## config.mk

```make
export PLATFORM = sky130hd
export DESIGN_NAME = exhaustive_vector_sequencer_flat
export DESIGN_NICKNAME = d
export VERILOG_FILES = /design/src/rtl/exhaustive_vector_sequencer_if.sv /design/src/rtl/exhaustive_vector_sequencer.sv /design/src/flat_wrapper.sv
export SDC_FILE = /design/constraint.sdc
export NUM_CORES = 1
export LEC_CHECK = 0
export ABC_AREA = 0
export ABC_CLOCK_PERIOD_IN_PS = 2450
export CAP_MARGIN = 15
export CORE_MARGIN = 1
export CORE_UTILIZATION = 40
export CTS_CLUSTER_SIZE = 20
export DETAILED_ROUTE_END_ITERATION = 7
export PLACE_DENSITY = 0.63
export SLEW_MARGIN = 15
export SYNTH_ARGS = -nofsm -noshare
export SYNTH_HDL_FRONTEND = slang
export SYNTH_SLANG_ARGS = --single-unit
```

## constraint.sdc

```tcl
create_clock -name CK -period 2.45 [get_ports CK]
set_input_delay 0.49 -clock CK [delete_from_list [all_inputs] [get_ports CK]]
set_output_delay 0.49 -clock CK [all_outputs]
set_load 0.1 [all_outputs]
```

## src/rtl/exhaustive_vector_sequencer_if.sv

```systemverilog
// Record channel from the vector sequencer to a downstream logger.
// Valid/ready handshake carrying one {vector index, response bit} record per transfer.
interface exhaustive_vector_sequencer_if #(
  parameter int WIDTH = 6
) ();
  logic             rec_valid;
  logic             rec_ready;
  logic [WIDTH-1:0] rec_vec;
  logic             rec_bit;

  modport master (
    output rec_valid,
    output rec_vec,
    output rec_bit,
    input  rec_ready
  );

  modport slave (
    input  rec_valid,
    input  rec_vec,
    input  rec_bit,
    output rec_ready
  );
endinterface

```

## src/rtl/exhaustive_vector_sequencer.sv

```systemverilog
// Walks every input vector of a WIDTH-input combinational DUT, samples its response after a
// settle delay, logs each {index, bit} record and accumulates a response map and a ones count.
module exhaustive_vector_sequencer #(
  parameter int WIDTH  = 6,
  parameter int SETTLE = 1
) (
  input  logic                    CK,
  input  logic                    reset,
  input  logic                    start,
  output logic [0:WIDTH-1]        N,
  input  logic                    dut_out,
  output logic                    busy,
  output logic                    done,
  exhaustive_vector_sequencer_if.master rec,
  output logic [(1<<WIDTH)-1:0]   resp_map,
  output logic [WIDTH:0]          ones_count
);

  typedef enum logic [2:0] {
    IDLE,
    SETTLE_ST,
    SAMPLE,
    EMIT,
    DONE
  } state_t;

  localparam logic [3:0]       SETTLE_LAST = 4'(SETTLE - 1);
  localparam logic [WIDTH-1:0] LAST_IDX    = {WIDTH{1'b1}};

  state_t                 state_q, state_d;
  logic [WIDTH-1:0]       idx_q, idx_d;
  logic [3:0]             settle_cnt_q, settle_cnt_d;
  logic                   busy_q, busy_d;
  logic                   done_q, done_d;
  logic                   rec_valid_q, rec_valid_d;
  logic [WIDTH-1:0]       rec_vec_q, rec_vec_d;
  logic                   rec_bit_q, rec_bit_d;
  logic [(1<<WIDTH)-1:0]  resp_map_q, resp_map_d;
  logic [WIDTH:0]         ones_count_q, ones_count_d;

  always_comb begin
    state_d      = state_q;
    idx_d        = idx_q;
    settle_cnt_d = settle_cnt_q;
    rec_valid_d  = rec_valid_q;
    rec_vec_d    = rec_vec_q;
    rec_bit_d    = rec_bit_q;
    resp_map_d   = resp_map_q;
    ones_count_d = ones_count_q;

    case (state_q)
      IDLE: begin
        if (start) begin
          idx_d        = '0;
          settle_cnt_d = '0;
          resp_map_d   = '0;
          ones_count_d = '0;
          state_d      = SETTLE_ST;
        end
      end
      SETTLE_ST: begin
        if (settle_cnt_q == SETTLE_LAST) begin
          settle_cnt_d = '0;
          state_d      = SAMPLE;
        end else begin
          settle_cnt_d = settle_cnt_q + 4'd1;
        end
      end
      SAMPLE: begin
        resp_map_d[idx_q] = dut_out;
        rec_bit_d         = dut_out;
        rec_vec_d         = idx_q;
        rec_valid_d       = 1'b1;
        if (dut_out) begin
          ones_count_d = ones_count_q + (WIDTH+1)'(1);
        end
        state_d = EMIT;
      end
      EMIT: begin
        // The last vector is all ones; stop there rather than letting the index wrap.
        if (rec.rec_ready) begin
          rec_valid_d = 1'b0;
          if (idx_q == LAST_IDX) begin
            state_d = DONE;
          end else begin
            idx_d   = idx_q + WIDTH'(1);
            state_d = SETTLE_ST;
          end
        end
      end
      DONE: begin
        state_d = IDLE;
      end
      default: begin
        state_d = IDLE;
      end
    endcase

    // Status outputs are decoded from the next state so they come straight off flops.
    busy_d = (state_d == SETTLE_ST) || (state_d == SAMPLE) || (state_d == EMIT);
    done_d = (state_d == DONE);
  end

  always_ff @(posedge CK or negedge reset) begin
    if (!reset) begin
      state_q      <= IDLE;
      idx_q        <= '0;
      settle_cnt_q <= '0;
      busy_q       <= 1'b0;
      done_q       <= 1'b0;
      rec_valid_q  <= 1'b0;
      rec_vec_q    <= '0;
      rec_bit_q    <= 1'b0;
      resp_map_q   <= '0;
      ones_count_q <= '0;
    end else begin
      state_q      <= state_d;
      idx_q        <= idx_d;
      settle_cnt_q <= settle_cnt_d;
      busy_q       <= busy_d;
      done_q       <= done_d;
      rec_valid_q  <= rec_valid_d;
      rec_vec_q    <= rec_vec_d;
      rec_bit_q    <= rec_bit_d;
      resp_map_q   <= resp_map_d;
      ones_count_q <= ones_count_d;
    end
  end

  assign N             = idx_q;
  assign busy          = busy_q;
  assign done          = done_q;
  assign rec.rec_valid = rec_valid_q;
  assign rec.rec_vec   = rec_vec_q;
  assign rec.rec_bit   = rec_bit_q;
  assign resp_map      = resp_map_q;
  assign ones_count    = ones_count_q;

endmodule

```

## src/flat_wrapper.sv

```systemverilog
// flat-port wrapper written by rule: the top's interface ports become plain ports
module exhaustive_vector_sequencer_flat 
#(
  parameter int WIDTH  = 6,
  parameter int SETTLE = 1
)
  (CK, reset, start, N, dut_out, busy, done, resp_map, ones_count, rec_rec_valid, rec_rec_vec, rec_rec_bit, rec_rec_ready);
  exhaustive_vector_sequencer_if #(.WIDTH(WIDTH)) rec_i ();
  input  logic CK;
  input  logic reset;
  input  logic start;
  output logic [0:WIDTH-1] N;
  input  logic dut_out;
  output logic busy;
  output logic done;
  output logic [(1<<WIDTH)-1:0] resp_map;
  output logic [WIDTH:0] ones_count;
  output wire logic [$bits(rec_i.rec_valid)-1:0] rec_rec_valid;
  output wire logic [$bits(rec_i.rec_vec)-1:0] rec_rec_vec;
  output wire logic [$bits(rec_i.rec_bit)-1:0] rec_rec_bit;
  input wire logic [$bits(rec_i.rec_ready)-1:0] rec_rec_ready;
  assign rec_rec_valid = rec_i.rec_valid;
  assign rec_rec_vec = rec_i.rec_vec;
  assign rec_rec_bit = rec_i.rec_bit;
  assign rec_i.rec_ready = rec_rec_ready;
  exhaustive_vector_sequencer #(.WIDTH(WIDTH), .SETTLE(SETTLE)) u_core (.CK(CK), .reset(reset), .start(start), .N(N), .dut_out(dut_out), .busy(busy), .done(done), .rec(rec_i), .resp_map(resp_map), .ones_count(ones_count));
endmodule
```

# Yosys cells after proc, flatten, opt, wreduce, memory -nomap -nowiden
# Cells that the tools add are included.
# word_totals
out_inout_bits,87
in_bits,5
word_cells,63
ram_bits,0
memories,0
latchBits,0
mem_bits_ro,0
register_bits,94
# op_classes
n_bitwise,0
div_mod_pow,0
order_cmp,2
eq_ne,12
n_addsub,3
n_mul,0
n_shift,0
reduce_logical,14
muxes,22
# op_table
operator,count
$pmux 64 s2,1
$bwmux 64,1
$mux 64,1
$mux 6,3
$mux 7,2
$pmux 7 s2,1
$eq 3x2->1 const B,4
$mux 3,4
$pmux 3 s4,1
$pmux 6 s2,1
$mux 4,2
$ne 2x2->1 const B,4
$pmux 4 s2,1
$reduce_bool 2->1,4
$add 7x1->7 const B,1
$lt 6x7->1 const B,1
$add 6x1->6 const B,1
$demux 1 s6,1
$eq 3x1->1 const B,2
$eq 6x6->1 const B,1
$ge 6x1->1 const B,1
$reduce_and 2->1,3
$add 4x1->4 const B,1
$logic_not 4->1,1
8 further kinds,10

# Logic depth before layout (Yosys ltp)
# Gate-level depths: netlist (run 1).
# depth
word_depth,7
mapped_depth,6
depth_no_buf,6

# Worst setup path before layout (run 1)
# OpenSTA, ideal clock, no wires.
# synth_timing
path_kind,reg-to-reg
start,"register u_core.idx_q[5], in the netlist u_core.N[0]"
end,"register u_core.resp_map_q[33], in the netlist u_core.resp_map[33]"
t_required_ns,2.381
setup_time_ns,0.069
t_arrival_ns,2.262
n_path_buf,2
period_less_slack_ns,2.331
path_slack_ns,0.119
path_stages_with_launch,6
path_cell_list,dfrtp_1 -> buf_2 -> clkbuf_1 -> nor3b_1 -> nand3_1 -> nand2_1
# synth_via
elab_chain_len,6
word_cells_on_any_way,7
cone_classes,order compare (2); mux (4); reduce/logical (1)
# synth_lines
element,line,text
"start, declared",exhaustive_vector_sequencer.sv:31,"logic [WIDTH-1:0] idx_q, idx_d;"
"start signal, assigned",exhaustive_vector_sequencer.sv:118,idx_q <= idx_d;
$lt 6x7->1 (implied by the code) or $ge 6x1->1 (tied branches),exhaustive_vector_sequencer.sv:70,resp_map_d[idx_q] = dut_out;
$logic_and 1x1->1 (implied by the code),exhaustive_vector_sequencer.sv:70,
$mux 1 (implied by the code),exhaustive_vector_sequencer.sv:70,
$demux 1 s6 (*),-,
$bwmux 64 (*),exhaustive_vector_sequencer.sv:70,
$pmux 64 s2 (*),exhaustive_vector_sequencer.sv:51,case (state_q)
"end signal, assigned",exhaustive_vector_sequencer.sv:125,resp_map_q <= resp_map_d;
"end, declared",exhaustive_vector_sequencer.sv:38,"logic [(1<<WIDTH)-1:0] resp_map_q, resp_map_d;"
# Mark *: on every way between the ends. The rest lies on a longest branch, timed or not.
# A chain may end at the register's enable or synchronous reset.

# Final worst setup path (run 1)
# layout_timing
start,input start
end,"register u_core.idx_q[5], in the netlist u_core.N[0]"
# layout_via
elab_chain_len,2
# layout_lines
element,line,text
"start, declared",flat_wrapper.sv:11,input logic start;
$ne 2x2->1 (no source line),-,
$reduce_and 4->1 (no source line),-,
# Every way passes these cells.

==> results.py, run 1 <==
metrics = {
    "run_status": {
        "status": "complete, no violations",
    },
    "clocking": {
        "hold_buffers": 0,
        "clk-insertion-delay-late_ns": 0.37,
        "root_buffer": "clkbuf_8",
        "cts_setup_buffers": 0,
        "h-tree-depth": 3,
        "cts_resized": 0,
        "cts_buffer_depth": 2,
        "clkTransAtPathRegs_ns": 0.09,
        "cts_tree": "built",
        "cts_sinks": 94,
        "cts_buffers": 9,
    },
    "floorplanning": {
        "die-area_mm2": 0.0115,
        "fp.dieH_um": 107,
        "rows": 37,
        "io_pins": 92,
        "fp.dieW_um": 107,
        "start_util_pct": 42.0,
        "core_mm2": 0.0105,
    },
    "synth": {
        "yosys.area.top_type": "dfrtp_1",
        "synth_top_area_share_pct": 53.3,
        "yosys.cell_count.top_type": "dfrtp_1",
        "synth-seq-cells": 94,
        "synth_edf_count": 0,
        "synth-main-ff-cell": "dfrtp_1",
        "synth_nets": 467,
        "yosysSeqAreaShare_pct": 53.3,
        "synth_area_leaders": "dfrtp_1, o211ai_1, nand3_1",
        "syn-instance-count": 458,
        "synth_cell_types": 46,
        "async_flop_share_pct": 100,
        "ys_warn_count": 0,
        "syn-cell-area_mm2": 0.00441,
        "syn_area_per_cell_um2": 9.64,
        "synth_commonest_cells": "dfrtp_1, nand2_1, nand3_1",
    },
    "power": {
        "leakagePower_nw": 2.87,
        "powerDensity_mw_per_mm2": 919,
        "ir_worst_vdd_uv": 687,
    },
    "worst_setup_path": {
        "crit_path_max_incr_delay_ns": 0.69,
        "cp.depth": 5,
        "critPathBufInv": 1,
        "cp_top_family": "simple AND/OR/NAND/NOR gates",
        "path_class": "input port to flip-flop",
        "startpoint_type": "input port",
        "r2r_setup_slack_ns": 0.34,
        "rr_worst_depth": 4,
        "cp.required_ns": 2.74,
        "cp_max_fo": 10,
        "slowest_stage": "or4b_2",
        "crit_chain": "clkdlybuf4s50_1, or4b_2, o2bb2ai_4, or4_1, a21oi_1",
        "crit_path_end_kind": "flip-flop",
        "critPathArrivalTime_ns": 2.48,
    },
    "placement": {
        "gp_congestion": 0.819,
        "post_dp_cell_area_mm2": 0.00533,
        "place_ws_ns": -0.118,
        "port_buffers": 91,
        "dpl.hpwl_um": 8280,
    },
    "global_routing": {
        "grt_pass1_vias": 3714,
        "grt-ovfl-total": 0,
        "grt_antenna_before_repair": 0,
        "grt_first_pass_wirelength_um": 20000,
        "grt_use_total_pct": 23.1,
        "grt_max_degree": 95,
    },
    "drt": {
        "drt_iter0_drc": 237,
        "vias_per_cell": 5.68,
        "via_count": 3921,
        "drt_first_pass_iters": 5,
        "drc": 0,
        "final_antenna_net_count": 0,
        "routed_wl_um": 12700,
        "routedWlPerCell_um": 18.3,
    },
    "job": {
        "cap_violations": 0,
    },
    "finish": {
        "nets": 558,
        "antenna_cells": 0,
        "multiInputGateArea_mm2": 0.00191,
        "synthToLayoutAreaGrowth_pct": 25.8,
        "final_area_mm2": 0.00555,
        "ff_latch_area_mm2": 0.00235,
        "drive_gt1_share_pct": 26.2,
        "fill_cells": 941,
    },
    "sta": {
        "tightest_slew_ns": 0.685,
        "period_minus_slack_ns": 2.19,
        "setup_viol": 0,
        "setup_ws_ns": 0.257,
        "fmax_mhz": 456,
        "finalHoldViolCount": 0,
        "skew_ns": 0.0105,
        "rsz0062_at_grt": "no",
        "finalMaxSlewViolations": 0,
        "fin_crit_sh_pct": 89.5,
        "slew_headroom_pct": 54.4,
    },
    "min_path": {
        "hold_path_class": "input port to asynchronous set/reset pin",
    },
}
==> metal layers <==
metal / part of all wire [%] / track usage (%)
met5: 0 / 0
met4: 1.6 / 8.22
met3: 5.3 / 4.07
met2: 49 / 36.0
met1: 44 / 32.3
==> stage by stage <==
step	hold WS, ns	total power [mW]	cells	util (%)	TNS [ns]
floorplan	0.194	3.42	458	-	0
global route	0.161	5.33	690	52.8	0
global placement	0.463	3.95	674	50.7	-0.0526
finish	0.137	5.10	690	52.8	0
CTS	0.182	5.13	690	52.8	0
detailed placement	0.468	3.98	674	50.7	-0.118
==> layout by cell type, fill, tap and decap left out, types with 4 or more instances in the layout <==
master and instances:
o21ai_0 9, nand3_1 70, nor3b_1 5, ha_1 4, buf_4 112, nor3_1 5, nand4_1 5, nor2_1 13
mux2_2 5, o211ai_1 64, dfrtp_1 94, nand2_1 91, clkbuf_8 9, xor2_1 4, a21oi_1 5
==> logic make-up after synthesis <==
kind of cell	count (synthesis)	synth area share, %
flip-flops	94	53.3
buffers and inverters	39	3.40
multiplexers	6	1.50
AO/OA/AOI/OAI	89	14.9
XOR/XNOR	4	0.794
adder cells (fa/ha/maj)	4	1.13
AND/OR/NAND/NOR	222	25.0
==> flip-flops by register name, indices dropped and copies added (netlist names) <==
signal and cells:
u_core.rec.rec_valid 1, u_core.rec.rec_vec 6, u_core.state_q 3, u_core.settle_cnt_q 4, u_core.done 1, u_core.busy 1
u_core.rec.rec_bit 1, u_core.resp_map 64, u_core.ones_count 7, u_core.N 6
==> final cells by class <==
class | instances | area share (%)
Multi-Input combinational cell | 325 | 34.4
Tap cell | 136 | 3.07
Clock buffer | 9 | 2.23
Timing Repair Buffer | 116 | 16.0
Inverter | 3 | 0.203
Clock inverter | 7 | 1.74
Sequential cell | 94 | 42.4
==> where the power goes <==
part | internal (mW) | leakage [nW] | switching (mW)
clock network | 0.576 | 0.102 | 0.576
logic | 0.493 | 1.48 | 1.53
registers | 1.70 | 1.29 | 0.217
total | 2.77 | 2.87 | 2.33
==> worst register-to-register path, cell delays in order, from the launching register on <==
cell and delay, ns:
dfrtp_1 0.46, or4b_2 0.79, o2bb2ai_4 0.20, or4_1 0.41, a21oi_1 0.18
==> final timing paths <==
check,from,to
setup / recovery,start,u_core.N[0]$_DFFE_PN0P_
hold / removal,reset,u_core.ones_count[4]$_DFFE_PN0P_
setup reg to reg,u_core.state_q[0]$_DFF_PN0_,u_core.N[0]$_DFFE_PN0P_
hold reg to reg,u_core.rec.rec_valid$_DFFE_PN0P_,u_core.rec.rec_valid$_DFFE_PN0P_
max in group asynchronous,reset,u_core.resp_map[35]$_DFFE_PN0P_
min in group CK,u_core.rec.rec_valid$_DFFE_PN0P_,u_core.rec.rec_valid$_DFFE_PN0P_
No activity file was read; power rests on OpenSTA's default activity.
==> inputs of run 2 (changes only) <==
--- a/config.mk
+++ b/config.mk
@@ -13,7 +13,7 @@
 export CTS_CLUSTER_SIZE = 20
 export DETAILED_ROUTE_END_ITERATION = 7
 export PLACE_DENSITY = 0.63
-export SLEW_MARGIN = 15
+export SLEW_MARGIN = 20
 export SYNTH_ARGS = -nofsm -noshare
 export SYNTH_HDL_FRONTEND = slang
 export SYNTH_SLANG_ARGS = --single-unit
==> results of run 2 <==
The final DEF is identical to that of run 1; final timing and power are the same.
